**src/rtl/riscv_pkg.sv**
```systemverilog
// Shared fetch-side definitions: NOP encoding, default reset PC, fetch FSM
// states and the {pc, instr} payload carried through the fetch buffer.
package riscv_pkg;

  localparam int unsigned XLEN = 32;

  localparam logic [XLEN-1:0] NOP_INSTR        = 32'h0000_0013;
  localparam logic [XLEN-1:0] DEFAULT_RESET_PC = 32'h0000_0000;

  typedef enum logic [1:0] {
    BOOT = 2'd0,
    RUN  = 2'd1,
    HALT = 2'd2
  } fetch_state_e;

  typedef struct packed {
    logic [XLEN-1:0] pc;
    logic [XLEN-1:0] instr;
  } fetch_entry_t;

endpackage

```
**src/rtl/fetch_buf.sv**
```systemverilog
// Fetch buffer: shift-style synchronous FIFO whose entry 0 is the head
// register, so the presented word and its valid flag come straight from flops.
// Flush overrides push; on pop of the last entry the head keeps its old value.
module fetch_buf
  import riscv_pkg::*;
#(
  parameter int unsigned DEPTH = 2,
  parameter int unsigned CNT_W = $clog2(DEPTH + 1)
) (
  input  logic             clk,
  input  logic             reset,
  input  logic             i_push,
  input  logic             i_pop,
  input  logic             i_flush,
  input  fetch_entry_t     i_wdata,
  output fetch_entry_t     o_head,
  output logic             o_head_valid,
  output logic [CNT_W-1:0] o_count
);

  localparam int unsigned IDX_W = (DEPTH > 1) ? $clog2(DEPTH) : 1;

  fetch_entry_t     r_mem [DEPTH];
  logic [CNT_W-1:0] r_count;
  logic             r_valid;

  logic             w_pop;
  logic             w_push;
  logic [CNT_W-1:0] w_remain;
  logic [CNT_W-1:0] w_count_nxt;

  // Occupancy after this cycle's pop/push/flush
  always_comb begin
    w_pop       = i_pop && (r_count != '0);
    w_remain    = r_count - CNT_W'(w_pop);
    w_push      = i_push && !i_flush && (w_remain < CNT_W'(DEPTH));
    w_count_nxt = i_flush ? '0 : (w_remain + CNT_W'(w_push));
  end

  // Storage: shift on pop when more than one entry remains, write at tail
  always_ff @(posedge clk) begin
    if (reset) begin
      for (int i = 0; i < int'(DEPTH); i++) begin
        r_mem[IDX_W'(i)] <= '{pc: '0, instr: NOP_INSTR};
      end
      r_count <= '0;
      r_valid <= 1'b0;
    end else begin
      if (w_pop && !i_flush && (r_count > CNT_W'(1))) begin
        for (int i = 0; i < int'(DEPTH) - 1; i++) begin
          r_mem[IDX_W'(i)] <= r_mem[IDX_W'(i + 1)];
        end
      end
      if (w_push) begin
        r_mem[IDX_W'(w_remain)] <= i_wdata;
      end
      r_count <= w_count_nxt;
      r_valid <= (w_count_nxt != '0);
    end
  end

  assign o_head       = r_mem[0];
  assign o_head_valid = r_valid;
  assign o_count      = r_count;

endmodule

```
**src/rtl/instr_fetch.sv**
```systemverilog
// Instruction fetch stage: sequential word fetch from a 1-cycle-latency
// instruction memory, buffered delivery to the decoder over valid/ready,
// redirect flush from execute.
// Optional: define FETCH_MISALIGN_TRAP_EN to trap misaligned redirect targets
// (sticky fault + HALT); otherwise targets are aligned down to a word.
module instr_fetch
  import riscv_pkg::*;
#(
  parameter logic [31:0] RESET_PC  = DEFAULT_RESET_PC,
  parameter int unsigned BUF_DEPTH = 2
) (
  input  logic        clk,
  input  logic        reset,
  output logic        imem_req,
  output logic [31:0] imem_addr,
  input  logic [31:0] imem_rdata,
  input  logic        redirect_valid,
  input  logic [31:0] redirect_pc,
  output logic        instr_valid,
  output logic [31:0] instr,
  output logic [31:0] instr_pc,
  input  logic        instr_ready,
  output logic        fault,
  output logic [31:0] fault_pc
);

  localparam int unsigned CNT_W = $clog2(BUF_DEPTH + 1);
  localparam int unsigned SUM_W = CNT_W + 1;

  fetch_state_e     r_state;
  fetch_state_e     w_state_nxt;
  logic [31:0]      r_pc;
  logic [31:0]      r_req_pc;
  logic             r_inflight;

  logic             w_pop;
  logic             w_room;
  logic             w_take_redir;
  logic             w_flush;
  logic             w_misalign;
  logic [31:0]      w_redir_pc;
  logic [CNT_W-1:0] w_count;
  logic [SUM_W-1:0] w_outstanding;
  logic             w_head_valid;
  fetch_entry_t     w_head;
  fetch_entry_t     w_wdata;

  // Space check: buffered + in-flight words after this cycle's transfer
  assign w_pop         = instr_valid && instr_ready;
  assign w_outstanding = SUM_W'(w_count) + SUM_W'(r_inflight) - SUM_W'(w_pop);
  assign w_room        = (w_outstanding < SUM_W'(BUF_DEPTH));

`ifdef FETCH_MISALIGN_TRAP_EN
  assign w_misalign = (redirect_pc[1:0] != 2'b00);
  assign w_redir_pc = redirect_pc;
`else
  assign w_misalign = 1'b0;
  assign w_redir_pc = redirect_pc & 32'hFFFF_FFFC;
`endif

  // FSM state register
  always_ff @(posedge clk) begin
    if (reset) begin
      r_state <= BOOT;
    end else begin
      r_state <= w_state_nxt;
    end
  end

  // Next state, request issue and redirect acceptance
  always_comb begin
    w_state_nxt  = r_state;
    imem_req     = 1'b0;
    w_take_redir = 1'b0;
    w_flush      = 1'b0;
    case (r_state)
      BOOT: begin
        w_state_nxt  = RUN;
        w_take_redir = redirect_valid;
      end
      RUN: begin
        if (redirect_valid) begin
          w_take_redir = 1'b1;
        end else begin
          imem_req = w_room;
        end
      end
      HALT: begin
        w_state_nxt = HALT;
      end
      default: begin
        w_state_nxt = BOOT;
      end
    endcase
    if (w_take_redir) begin
      w_flush = 1'b1;
      if (w_misalign) begin
        w_state_nxt = HALT;
      end
    end
  end

  // PC, in-flight flag and the PC of the outstanding request
  always_ff @(posedge clk) begin
    if (reset) begin
      r_pc       <= RESET_PC;
      r_req_pc   <= '0;
      r_inflight <= 1'b0;
    end else begin
      r_inflight <= imem_req;
      if (w_take_redir) begin
        r_pc <= w_redir_pc;
      end else if (imem_req) begin
        r_req_pc <= r_pc;
        r_pc     <= r_pc + 32'd4;
      end
    end
  end

  assign imem_addr = r_pc;
  assign w_wdata   = '{pc: r_req_pc, instr: imem_rdata};

  fetch_buf #(
    .DEPTH (BUF_DEPTH),
    .CNT_W (CNT_W)
  ) u_fetch_buf (
    .clk          (clk),
    .reset        (reset),
    .i_push       (r_inflight),
    .i_pop        (w_pop),
    .i_flush      (w_flush),
    .i_wdata      (w_wdata),
    .o_head       (w_head),
    .o_head_valid (w_head_valid),
    .o_count      (w_count)
  );

  assign instr_valid = w_head_valid;
  assign instr       = w_head.instr;
  assign instr_pc    = w_head.pc;

`ifdef FETCH_MISALIGN_TRAP_EN
  logic        r_fault;
  logic [31:0] r_fault_pc;

  // Sticky misaligned-redirect fault
  always_ff @(posedge clk) begin
    if (reset) begin
      r_fault    <= 1'b0;
      r_fault_pc <= '0;
    end else if (w_take_redir && w_misalign) begin
      r_fault    <= 1'b1;
      r_fault_pc <= redirect_pc;
    end
  end

  assign fault    = r_fault;
  assign fault_pc = r_fault_pc;
`else
  assign fault    = 1'b0;
  assign fault_pc = '0;
`endif

endmodule

```
**config.mk**
```make
export PLATFORM = sky130hd
export DESIGN_NAME = instr_fetch
export DESIGN_NICKNAME = d
export VERILOG_FILES = /design/src/rtl/riscv_pkg.sv /design/src/rtl/fetch_buf.sv /design/src/rtl/instr_fetch.sv
export SDC_FILE = /design/constraint.sdc
export NUM_CORES = 1
export LEC_CHECK = 0
export ABC_AREA = 1
export CAP_MARGIN = 10
export CORE_MARGIN = 5
export CORE_UTILIZATION = 45
export DETAILED_ROUTE_END_ITERATION = 8
export DONT_BUFFER_PORTS = 1
export SLEW_MARGIN = 0
export SYNTH_ARGS = -nofsm -noshare
export SYNTH_HDL_FRONTEND = slang
export SYNTH_SLANG_ARGS = --single-unit
```
**constraint.sdc**
```tcl
create_clock -name clk -period 8.7 [get_ports clk]
set_input_delay 1.74 -clock clk [delete_from_list [all_inputs] [get_ports clk]]
set_output_delay 1.74 -clock clk [all_outputs]
set_load 0.01 [all_outputs]
```
==> impl_metrics.env, run 1 <==
export IMPL_met1_usage_pct=23.2
export IMPL_hold_path_startpoint="r_state[0]$_SDFFE_PP0N_"
export IMPL_grt_total_usage_pct=16.5
export IMPL_cts_clk_slew_worst_paths_ns=0.07
export IMPL_synthFlopType="edfxtp_1"
export IMPL_critPathRequiredTime_ns=6.96
export IMPL_worst_ep_arrival_time_ns=4.12
export IMPL_rows=51
export IMPL_synthCells=947
export IMPL_finalHoldViolations=0
export IMPL_grt_pass1_wl_mm=29.5
export IMPL_crit_fanout=72
export IMPL_path_class="primary input to output port"
export IMPL_slowest_delay_ns=0.49
export IMPL_synth_seq_cells=190
export IMPL_rr_startpoint="u_fetch_buf.o_head_valid$_SDFF_PP0_"
export IMPL_final_cell_mix="edfxtp_1 (124), nor2_1 (121), nand2_1 (119), inv_1 (106), nand3_1 (98)"
export IMPL_vias=5969
export IMPL_grt_use_met2_pct=24.6
export IMPL_layout_drive_gt1_share_pct=10.2
export IMPL_synth_edff_count=124
export IMPL_critPathTopFamily="simple AND/OR/NAND/NOR gates"
export IMPL_grt_pass1_vias=5534
export IMPL_first_pass_iters=5
export IMPL_gr_total_overflow=0
export IMPL_hpwl_mm=12.8
export IMPL_placement_io_buffers=0
export IMPL_met3_usage_pct=4.88
export IMPL_finalPower_mw=1.97
export IMPL_cp_start_kind="primary input"
export IMPL_finalCoreUtilization_pct=48.6
export IMPL_die_y_microns=151
export IMPL_cap_violations=0
export IMPL_timing_final_ws_setup_ns=2.84
export IMPL_wl_per_cell_microns=15.8
export IMPL_syn2layout_area_growth_pct=6.33
export IMPL_antenna_found_initial=0
export IMPL_netlist_area_sq_um=8890
export IMPL_setup_viol=0
export IMPL_cts_root_buffer="clkbuf_16"
export IMPL_core_area_sq_um=19500
export IMPL_wl_mm=18.9
export IMPL_final_net_count=995
export IMPL_dieArea_sq_um=22700
export IMPL_start_util_pct=45.7
export IMPL_fin_crit_ns=5.86
export IMPL_path_buf_inv=2
export IMPL_first_iter_violations=388
export IMPL_rsz0062_at_grt="no"
export IMPL_tns_ns=0
export IMPL_holdBufCountCts=0
export IMPL_htree_levels=4
export IMPL_power_leakage_nw=3.53
export IMPL_mostFrequentLayoutCell="edfxtp_1"
export IMPL_remaining_drc_errors=0
export IMPL_busiest_layer="met2"
export IMPL_clockBufferDepth=2
export IMPL_crit_path_top_delay_cell="fa_1"
export IMPL_report_final_slew_viol_count=0
export IMPL_cts_made_buffers=17
export IMPL_r2r_setup_slack_ns=5.45
export IMPL_reg2reg_depth=13
export IMPL_cts_resized_gates=0
export IMPL_crit_top_cell="nand2_1"
export IMPL_io_pins=199
export IMPL_slew_headroom_pct=38.5
export IMPL_fin_crit_sh_pct=67.4
export IMPL_p_per_area_nw_per_um2=208
export IMPL_vias_per_cell=4.97
export IMPL_synth_async_reset_ratio_pct=0
export IMPL_cts_setup_buffers=0
export IMPL_insertedDiodeCount=0
export IMPL_status="complete, no violations"
export IMPL_path_cells="nand2_1, inv_1, ha_1, or2_2, fa_1, nand2_1, nor3_2, nand2_4, inv_2"
export IMPL_die_x_microns=151
export IMPL_cts_tree="built"
export IMPL_clock_sinks=190
export IMPL_min_path_type="register to register"
export IMPL_fin_worst_skew_ns=0.0100
export IMPL_clk_latency_ns=0.42
export IMPL_ys_warn_count=0
export IMPL_gp_congestion=0.802
export IMPL_whs_endpoint="r_state[1]$_SDFFE_PP0N_"
export IMPL_holdPathStages=1
export IMPL_antenna_left=0
export IMPL_pre_cts_slack_ns=2.84
export IMPL_tightest_slew_ns=0.923
export IMPL_ir_drop_v=0.000123
export IMPL_worstReg2RegEnd="imem_addr[9]$_SDFFE_PP0P_"
export IMPL_syn_avg_cell_area_sq_um=9.39
export IMPL_worstSetupEndpointType="output port"
export IMPL_ys_types=45
export IMPL_ys_seq_area_share_pct=56.7
export IMPL_grt_max_degree=73
export IMPL_max_freq_ghz=0.171
-- worst max path at each step --
stage | startpoint | endpoint | slack [ns] | depth (start not counted)
3_3_place_gp | instr_ready | imem_req | 2.86 | 9
5_1_grt | instr_ready | imem_req | 2.63 | 9
6_report | instr_ready | imem_req | 2.84 | 9
4_1_cts | instr_ready | imem_req | 2.83 | 9
3_5_place_dp | instr_ready | imem_req | 2.84 | 9
2_1_floorplan | instr_ready | imem_req | 3.47 | 10
-- sequential cells by signal (all words and copies together) (netlist names) --
| name | count |
|---|---|
| u_fetch_buf.r_mem | 124 |
| imem_addr | 30 |
| r_req_pc | 30 |
| r_state | 2 |
| u_fetch_buf.o_count | 2 |
| r_inflight | 1 |
| u_fetch_buf.o_head_valid | 1 |
-- per-stage QoR --
step	hold slack [ns]	cells	instance area (sq um)
final	0.422	1200	9460
after global routing	0.440	1200	9460
after CTS	0.427	1200	9460
after detailed placement	0.416	1168	8820
after global placement	0.417	1168	8820
after floorplan	0.399	983	9030
-- metal layers --
| layer | share of wire [%] | vias to the layer above |
|---|---|---|
| met4 | 1.0 | 0 |
| met1 | 47 | 2748 |
| li1 | - | 3033 |
| met5 | 0 | - |
| met3 | 7.4 | 14 |
| met2 | 45 | 174 |
-- kinds of logic (layout without fill, tap and decap cells) --
kind of cell	count (synthesis)	in the layout	synth area share, %
AOI/OAI and AO/OA	154	154	9.88
xor gates and xnor gates	7	7	0.774
adders and majority gates	5	5	0.788
buffers and inverters	199	151	11.5
DFF	190	190	56.7
other	1	37	0.0422
and+or+nand+nor	391	391	20.3
-- report_power, final --
group | switching [mW] | total, mW | internal [mW]
registers | 0.0409 | 1.04 | 1.00
logic | 0.0778 | 0.105 | 0.0268
clock network | 0.333 | 0.823 | 0.490
total | 0.451 | 1.97 | 1.52
-- area by class of cell --
| cell class | instances | area, sq um |
|---|---|---|
| Inverter | 114 | 434 |
| Tap cell | 265 | 332 |
| Clock inverter | 11 | 153 |
| Fill cell | 1831 | 10000 |
| Sequential cell | 190 | 5040 |
| Multi-Input combinational cell | 594 | 2970 |
| Clock buffer | 21 | 483 |
| Timing Repair Buffer | 5 | 37.5 |
-- synthesized netlist by cell type (5+ instances only) --
cell / number / area (sq um)
dfxtp_1: 66 / 1320
nor2_1: 121 / 454
clkbuf_1: 13 / 48.8
nor2_2: 10 / 62.6
buf_6: 14 / 158
edfxtp_1: 124 / 3720
o21ai_0: 45 / 225
nor3_1: 9 / 45.0
buf_4: 37 / 278
buf_2: 17 / 85.1
inv_1: 106 / 398
o21ai_2: 12 / 105
nand3b_1: 6 / 45.0
inv_2: 5 / 18.8
a21oi_1: 38 / 190
nand3_2: 10 / 100
nand2_1: 120 / 450
nand3_1: 99 / 495
o21ai_1: 42 / 210
-- worst reg2reg max path: stages (launching register included) --
cell,delay [ns]
dfxtp_1,0.34
nand2_1,0.17
inv_1,0.07
ha_1,0.26
or2_2,0.30
fa_1,0.49
nand2_1,0.06
nor3_2,0.17
nand2_4,0.40
nand2_4,0.38
inv_4,0.18
nor2_1,0.14
o21ai_0,0.09
a21oi_1,0.13
Note: power is estimated with default switching activity, not from simulation.
==> run 2: changes to the inputs <==
==> constraint.sdc (replaced) <==
create_clock -name clk -period 4.9 [get_ports clk]
set_input_delay 0.98 -clock clk [delete_from_list [all_inputs] [get_ports clk]]
set_output_delay 0.98 -clock clk [all_outputs]
set_load 0.01 [all_outputs]
==> run 2 against run 1 <==
Effect of this change: combinational power grew 80%; core utilization barely moved; register-to-register slack worse by 3.5 ns; global-route usage up 0.35 points; hold slack better by 0.0024 ns; final area about the same; sequential share of layout area is essentially flat; critical path depth is the same; clock power up 68%; critical path type unchanged; largest cell class unchanged; largest power group unchanged.
==> impl_metrics.env, run 2 (same netlist as run 1, synthesis figures left out) <==
export IMPL_slew_headroom_pct=37.9
export IMPL_grt_pass1_vias=5538
export IMPL_slowest_delay_ns=0.50
export IMPL_timing_final_ws_setup_ns=0.975
export IMPL_largest_register_ff_count=124
export IMPL_cts_tree="built"
export IMPL_rows=51
export IMPL_hpwl_mm=12.9
export IMPL_clk_latency_ns=0.42
export IMPL_reg2reg_depth=14
export IMPL_antenna_found_initial=0
export IMPL_worstSetupEndpointType="output port"
export IMPL_cp_start_kind="primary input"
export IMPL_critPathRequiredTime_ns=3.92
export IMPL_syn2layout_area_growth_pct=6.25
export IMPL_fin_crit_sh_pct=80.1
export IMPL_finalHoldViolations=0
export IMPL_hold_path_startpoint="r_state[0]$_SDFFE_PP0N_"
export IMPL_placement_io_buffers=0
export IMPL_cts_setup_buffers=0
export IMPL_whs_ns=0.424
export IMPL_io_pins=199
export IMPL_finalCoreUtilization_pct=48.5
export IMPL_cts_root_buffer="clkbuf_16"
export IMPL_fillers=1845
export IMPL_start_util_pct=45.7
export IMPL_cts_clk_slew_worst_paths_ns=0.06
export IMPL_p_sw_share_pct=22.8
export IMPL_fin_worst_skew_ns=0.00973
export IMPL_crit_path_top_delay_cell="fa_1"
export IMPL_grt_use_met2_pct=24.9
export IMPL_rsz0062_at_grt="no"
export IMPL_mostFrequentLayoutCell="edfxtp_1"
export IMPL_final_net_count=998
export IMPL_largest_register="u_fetch_buf.r_mem"
export IMPL_die_y_microns=151
export IMPL_dieArea_sq_um=22700
export IMPL_multiInputGateArea_sq_um=2970
export IMPL_min_path_type="register to register"
export IMPL_clockBufferDepth=2
export IMPL_path_cells="nand2_1, inv_1, ha_1, or2_2, fa_1, nand2_1, nor3_2, nand2_4, inv_2"
export IMPL_first_pass_iters=5
export IMPL_max_freq_ghz=0.255
export IMPL_rr_startpoint="u_fetch_buf.o_head_valid$_SDFF_PP0_"
export IMPL_holdBufCountCts=0
export IMPL_vias=5923
export IMPL_first_iter_violations=376
export IMPL_seqPwrFrac_pct=54.0
export IMPL_remaining_drc_errors=0
export IMPL_whs_endpoint="r_state[1]$_SDFFE_PP0N_"
export IMPL_grt_pass1_wl_mm=29.8
export IMPL_antenna_left=0
export IMPL_pre_cts_slack_ns=0.974
export IMPL_status="complete, no violations"
export IMPL_wl_mm=19.0
export IMPL_cts_made_buffers=17
export IMPL_core_area_sq_um=19500
export IMPL_worst_ep_arrival_time_ns=2.94
export IMPL_cts_resized_gates=0
export IMPL_vias_per_cell=4.92
export IMPL_layout_drive_gt1_share_pct=10.1
export IMPL_clkPwrFrac_pct=40.5
export IMPL_worstReg2RegEnd="imem_addr[29]$_SDFFE_PP0P_"
export IMPL_die_x_microns=151
export IMPL_clock_sinks=190
export IMPL_path_class="primary input to output port"
export IMPL_p_per_area_nw_per_um2=362
export IMPL_finalPower_mw=3.42
export IMPL_tightest_slew_ns=0.930
export IMPL_busiest_layer="met2"
export IMPL_htree_levels=4
export IMPL_setup_viol=0
export IMPL_p_int_mw=2.64
export IMPL_fin_crit_ns=3.92
export IMPL_p_comb_share_pct=5.5
export IMPL_report_final_slew_viol_count=0
export IMPL_gr_total_overflow=0
export IMPL_crit_top_cell="nand2_1"
export IMPL_holdPathStages=1
export IMPL_insertedDiodeCount=0
export IMPL_tns_ns=0
export IMPL_grt_total_usage_pct=16.8
export IMPL_r2r_setup_slack_ns=1.95
export IMPL_regArea_sq_um=5040
export IMPL_gp_congestion=0.788
export IMPL_power_leakage_nw=3.52
export IMPL_cap_violations=0
export IMPL_wl_per_cell_microns=15.8
export IMPL_crit_fanout=16
export IMPL_final_cell_mix="edfxtp_1 (124), nor2_1 (121), nand2_1 (119), inv_1 (106), nand3_1 (98)"
export IMPL_ir_drop_v=0.000208
export IMPL_met1_usage_pct=23.9
export IMPL_grt_max_degree=63
export IMPL_switching_power_mw=0.781
export IMPL_met3_usage_pct=5.00
run 2: changes by cell type in the layout (fill, tap and decap cells not counted):
cell | before | now
buf_4 | 5 | 7
clkbuf_16 | 19 | 17
clkinv_1 | 0 | 2
clkinv_4 | 3 | 1
clkinvlp_4 | 1 | 3
buf_12 | 0 | 1
clkbuf_1 | 2 | 3
clkbuf_8 | 0 | 1
inv_4 | 3 | 2
inv_6 | 2 | 1
run 2: power groups by stage:
stage                     Combinational, mW  Sequential, mW  Clock [mW]
after detailed placement              0.191            1.88           0
after global routing                  0.219            1.86        1.50
after global placement                0.188            1.88           0
final                                 0.189            1.85        1.38
after floorplan                       0.182            1.86           0
after CTS                             0.191            1.85        1.43
run 2: worst max-delay path by stage:
stage,start,to,cells past startpoint
floorplan,instr_ready,u_fetch_buf.r_mem[0][0]$_DFFE_PP_,9
detailed placement,instr_ready,imem_req,9
global route,instr_ready,imem_req,9
CTS,instr_ready,imem_req,9
global placement,instr_ready,imem_req,9
finish,instr_ready,imem_req,9
run 2: layout make-up:
cell class	count	share of cell area, %
tap	265	3.51
multi-input combinational	594	31.5
timing repair buffer	8	0.768
sequential	190	53.4
clock buffer	21	4.77
clock inverter	11	1.51
inverter	114	4.60
run 2: per-layer routing:
metal / wire length (microns) / vias to the layer above
li1: - / 3042
met1: 8980 / 2682
met2: 8430 / 182
met3: 1450 / 17
met4: 180 / 0
met5: 0 / -
run 2: stage by stage:
stage          cells  cell area, sq um
4_1_cts         1203              9450
2_1_floorplan    983              9030
3_3_place_gp    1171              8850
5_1_grt         1203              9450
6_report        1203              9450
3_5_place_dp    1171              8850
run 2: worst max-delay path, delay by kind of cell:
kind / cells / cell delay (ns)
buf+inv: 2 / 0.38
simple gates: 5 / 0.83
fa+ha+maj: 2 / 0.76
